### src/rtl/register_dump_controller.sv
// Dumps the register bank through read port A as a byte stream, LSB first,
// over a valid/ready interface towards the debug UART transmitter.
module register_dump_controller #(
    parameter int REG_WIDTH     = 32,
    parameter int REG_ADDR_BITS = 5,
    parameter int DUMP_COUNT    = 32
) (
    input  logic                     clk,
    input  logic                     rst_n,
    input  logic                     start,
    output logic [REG_ADDR_BITS-1:0] rf_addr,
    input  logic [REG_WIDTH-1:0]     rf_data,
    output logic                     rf_owner,
    output logic [7:0]               tx_data,
    output logic                     tx_valid,
    input  logic                     tx_ready,
    output logic                     busy,
    output logic                     done
);

    localparam int NBYTES = REG_WIDTH / 8;
    localparam int BCW    = (NBYTES > 1) ? $clog2(NBYTES) : 1;
    localparam int WCW    = REG_ADDR_BITS + 1;

    localparam logic [BCW-1:0] LAST_BYTE = BCW'(NBYTES - 1);
    localparam logic [WCW-1:0] LAST_WORD = WCW'(DUMP_COUNT - 1);

    typedef enum logic [1:0] {StIdle, StRead, StSend, StDone} state_t;

    state_t               state;
    logic [REG_WIDTH-1:0] shift_reg;
    logic [BCW-1:0]       byte_cnt;
    logic [WCW-1:0]       word_cnt;

    // The low byte of the shift register is the byte on offer.
    assign tx_data = shift_reg[7:0];

    always_ff @(posedge clk or negedge rst_n) begin
        if (!rst_n) begin
            state     <= StIdle;
            shift_reg <= '0;
            byte_cnt  <= '0;
            word_cnt  <= '0;
            rf_addr   <= '0;
            rf_owner  <= 1'b0;
            tx_valid  <= 1'b0;
            busy      <= 1'b0;
            done      <= 1'b0;
        end else begin
            done <= 1'b0;
            unique case (state)
                StIdle: begin
                    if (start) begin
                        state    <= StRead;
                        rf_addr  <= '0;
                        word_cnt <= '0;
                        busy     <= 1'b1;
                        rf_owner <= 1'b1;
                    end
                end
                StRead: begin
                    // Bank drove rf_data on the falling edge of this cycle.
                    shift_reg <= rf_data;
                    byte_cnt  <= '0;
                    tx_valid  <= 1'b1;
                    state     <= StSend;
                end
                StSend: begin
                    if (tx_ready) begin
                        shift_reg <= shift_reg >> 8;
                        byte_cnt  <= byte_cnt + BCW'(1);
                        if (byte_cnt == LAST_BYTE) begin
                            tx_valid <= 1'b0;
                            if (word_cnt == LAST_WORD) begin
                                state <= StDone;
                                done  <= 1'b1;
                            end else begin
                                word_cnt <= word_cnt + WCW'(1);
                                rf_addr  <= rf_addr + REG_ADDR_BITS'(1);
                                state    <= StRead;
                            end
                        end
                    end
                end
                StDone: begin
                    state    <= StIdle;
                    busy     <= 1'b0;
                    rf_owner <= 1'b0;
                end
                default: state <= StIdle;
            endcase
        end
    end

endmodule

### config.mk
export PLATFORM = sky130hd
export DESIGN_NAME = register_dump_controller
export DESIGN_NICKNAME = d
export VERILOG_FILES = /design/src/rtl/register_dump_controller.sv
export SDC_FILE = /design/constraint.sdc
export NUM_CORES = 1
export LEC_CHECK = 0
export ABC_CLOCK_PERIOD_IN_PS = 1600
export BUFFER_PORTS_ARGS = -buffer_cell sky130_fd_sc_hd__buf_4
export CAP_MARGIN = 10
export CORE_ASPECT_RATIO = 1.2
export CORE_MARGIN = 10
export CORE_UTILIZATION = 25
export DETAILED_ROUTE_END_ITERATION = 8
export MAX_ROUTING_LAYER = met4
export PLACE_DENSITY = 0.44
export SKIP_CTS_REPAIR_TIMING = 1
export SLEW_MARGIN = 20
export SYNTH_ARGS = -nofsm -noshare
export SYNTH_HDL_FRONTEND = slang
export SYNTH_SLANG_ARGS = --single-unit
### constraint.sdc
create_clock -name clk -period 1.6 [get_ports clk]
set_input_delay 0.4 -clock clk [delete_from_list [all_inputs] [get_ports clk]]
set_output_delay 0.4 -clock clk [all_outputs]
set_load 0.02 [all_outputs]
# Yosys cells after proc, flatten, opt, wreduce, memory -nomap -nowiden
# Index checks and enable logic that the tools add are counted.
# classes
add_sub_neg	3
n_eq_ne	9
mux	28
reduce_logical	9
# op_table
cell	count
$pmux W32 S2	1
$mux W32	1
$mux W6	4
$mux W5	4
$pmux W6 S2	1
$mux W2	5
$pmux W5 S2	1
$ne A2 B2 Y1 const B	4
$pmux W2 S4	1
$mux W1	7
$add A6 B1 Y6 const B	1
$eq A2 B2 Y1 const B	3
$eq A6 B5 Y1 const B	1
$reduce_and A3 Y1	2
$reduce_bool A2 Y1	3
$add A5 B1 Y5 const B	1
$reduce_and A5 Y1	1
$pmux W1 S2	2
$pmux W2 S2	1
$reduce_and A2 Y1	2
$add A2 B1 Y2 const B	1
$eq A2 B1 Y1 const B	1
$logic_not A2 Y1	1
# totals
reg_bits	50
in_bits	36
out_inout_bits	17
wordCells	57

# Depth between registers and ports, before layout
# logic_depth
depth_word	5
depth_mapped	8

# Least setup slack after synthesis
# No wires, ideal clock.
# synth_timing
path_type	reg2reg
from	reg word_cnt[0]
to	reg rf_addr[4]
t_arrival_ns	1.339
required_ns	1.531
path_slack_ns	0.192
path_stages_with_launch	6
n_path_buf	0
period_less_slack_ns	1.408
path_cell_list	dfrtp_1 > ha_1 > nand4_1 > o2111ai_1 > or3_1 > nand3_1
# synth_via
elab_chain_len	3
# synth_rtl
element	line	text
from (decl)	33	logic [WCW-1:0] word_cnt;
from (signal assigned)	78	word_cnt <= word_cnt + WCW'(1);
$eq A6 B5 Y1	74	if (word_cnt == LAST_WORD) begin
$ne A2 B2 Y1 (no source line)	--	
$reduce_and A5 Y1 (no source line)	--	
to (signal assigned)	79	rf_addr <= rf_addr + REG_ADDR_BITS'(1);
to (decl)	11	output logic [REG_ADDR_BITS-1:0] rf_addr,
# Every way passes these cells.
# A chain may end at the register's enable or synchronous reset.

# Worst setup path in the final report
# layout_timing
from	reg byte_cnt[0]
to	reg rf_addr[1]
# layout_via
elab_chain_len	3
# layout_rtl
element	line	text
from (decl)	32	logic [BCW-1:0] byte_cnt;
from (signal assigned)	71	byte_cnt <= byte_cnt + BCW'(1);
$eq A2 B2 Y1	72	if (byte_cnt == LAST_BYTE) begin
$ne A2 B2 Y1 (no source line)	--	
$reduce_and A5 Y1 (no source line)	--	
# Every way passes these cells.

==> results.tsv <==
metric	value	unit
synth_top_area_cell	dfrtp_1	
min_period	1.48	ns
port_buffers	52	
syn_area	0.00246	sq mm
synth_cell_type_count	36	
clock_path_buffers	2	
final_area	0.00317	sq mm
power.share.switching	0.366	
place_area	0.00295	sq mm
fin_nets	337	
wl_per_cell	14.2	um
grt_pass1_wl	9870	um
ys_warn_count	0	
p_comb_frac	0.410	
groute.usage.overall	0.0867	
finalHoldWorstSlack	0.376	ns
cts.sinks	50	
root_buffer	clkbuf_16	
status	complete, no violations	
fin_cells	421	
start_util	0.257	
num-fill-cells	1010	
critical_path_class	register to register	
synthFlopType	dfrtp_1	
clock.fmax	0.677	GHz
grt_setup_unrepaired	false	
cp.required	1.78	ns
ys_top_cells_by_area	dfrtp_1, mux2i_1, a21oi_1, nand2_1, buf_4	
slew_violations	0	
dp_hpwl	4350	um
setup_viol	0	
synth_top_area_frac	0.508	
num_vias	1894	
gr-total-overflow	0	
area_growth	28.7	%
seqPwrFrac	0.369	
die_h	129	um
arrival	1.65	ns
avgSynthCellArea	9.96	sq um
peakVddDrop	0.602	mV
drc_errors	0	
period_share	0.924	
drv_cap	0	
endpoint_kind	register	
ys_seq_area_frac	0.508	
drtIter0Drc	102	
p_sw	0.00204	W
io_pins	53	
grt_max_degree	49	
clkTransAtPathRegs	0.07	ns
avgViaCountPerCell	4.50	
synth_edf_count	0	
drt_pre_antenna_iters	4	
synth_cells	247	
start_kind	register	
clkPwrFrac	0.221	
clock_skew	0.00369	ns
core_area	0.00956	sq mm
p_int	0.00355	W
grt_pass1_vias	1924	
hold_violations	0	
finalWeightedCongestion	0.739	
die-area	0.0142	sq mm
wirelength	5980	um
clk_latency	0.28	ns
placed_cells	411	
antenna_cells	0	
antenna_found_initial	0	
fp-row-count	39	
drive_above_1_share	0.279	
cts_tree	yes	
slew_headroom	0.685	
ant_nets	0	
h-tree-depth	2	
ys_ff_latch	50	
power.leakage	1.47	nW
synthArstFlopShare	1.00	
worst_pin_slew	0.472	ns
syn_nets	286	
cts_buffers	5	
power_density	1770	mW/mm^2
min_path_type	input port to register	
crit_fanout	9	
largest_reg_flops	32	
dieWidth	111	um
area by class of cell:
class	instances	area [sq um]	share of cell area
sequential	50	1250	0.395
multi-input combinational	167	1030	0.327
timing repair buffer	67	531	0.168
tap	123	154	0.0486
clock buffer	6	139	0.0439
clock inverter	1	30.0	0.00948
inverter	7	26.3	0.00830
final timing paths:
kind / start / slack (ns) / endpoint / depth (start not counted)
worst min register to register: shift_reg[4]$_DFFE_PN0P_ / 0.48 / shift_reg[4]$_DFFE_PN0P_ / 2
min in group asynchronous: rst_n / 0.53 / shift_reg[2]$_DFFE_PN0P_ / 2
max in group asynchronous: rst_n / 0.62 / state[0]$_DFFE_PN0P_ / 3
worst max-delay path: byte_cnt[0]$_DFFE_PN0P_ / 0.12 / rf_addr[1]$_DFFE_PN0P_ / 5
worst max register to register: byte_cnt[0]$_DFFE_PN0P_ / 0.12 / rf_addr[1]$_DFFE_PN0P_ / 5
worst min-delay path: rf_data[25] / 0.38 / shift_reg[25]$_DFFE_PN0P_ / 3
through the flow:
stage               total power, W  setup WS (ns)  utilization  TNS (ns)
floorplan                  0.00388          0.192            -         0
global placement           0.00435        -0.0467        0.308    -0.195
detailed placement         0.00439        -0.0638        0.308    -0.413
CTS                        0.00563        -0.0641        0.326    -0.438
global route               0.00605         0.0108        0.331         0
finish                     0.00559          0.122        0.331         0
power by group through the flow:
stage	Combinational, W	Sequential, W	Clock [W]
after floorplan	0.00185	0.00203	0
after global placement	0.00228	0.00207	0
after detailed placement	0.00230	0.00209	0
after CTS	0.00230	0.00206	0.00127
after global routing	0.00261	0.00213	0.00132
final	0.00229	0.00206	0.00124
cells in the final DEF, fill, tap and decap left out, drive strengths merged, types with 4 or more instances in the layout:
cell     n
nand2   32
nor2    14
a21oi   24
o21ai   34
o22ai    8
buf     66
inv      7
dfrtp   50
mux2i   24
clkbuf   6
nand3    4
cells by family after synthesis:
logic type	Yosys count	synth area share
and+or+nand+nor	62	0.120
AOI/OAI and AO/OA	78	0.178
adders and majority gates	3	0.0153
muxes	24	0.0976
DFF	50	0.508
buffers and inverters	30	0.0803
synth_stat cells, drive strengths merged, types with 2 or more instances:
cell and n:
o2111ai 2, or3 3, o22ai 8, buf 20, inv 7, mux2i 24
nand4 2, o21ai 34, nand2 32, a21oi 24, dfrtp 50, nand2b 2
o21a 2, nor2 14, a22o 2, nand3 4, ha 3, clkbuf 3
critical path, stage by stage (launching register included):
cell      delay (ns)
dfrtp_1         0.39
ha_1            0.25
nand4b_4        0.18
o21a_4          0.20
a21o_1          0.18
a22o_1          0.18
routing by layer:
metal / wire length (um) / GRT usage / part of all wire / vias to the layer above
li1: - / - / - / 965
met1: 2910 / 0.111 / 0.49 / 875
met2: 2760 / 0.128 / 0.46 / 48
met3: 238 / 0.0237 / 0.040 / 6
met4: 69 / 0.0330 / 0.012 / 0
met5: 0 / - / 0 / -
(Power assumes the default switching activity.)
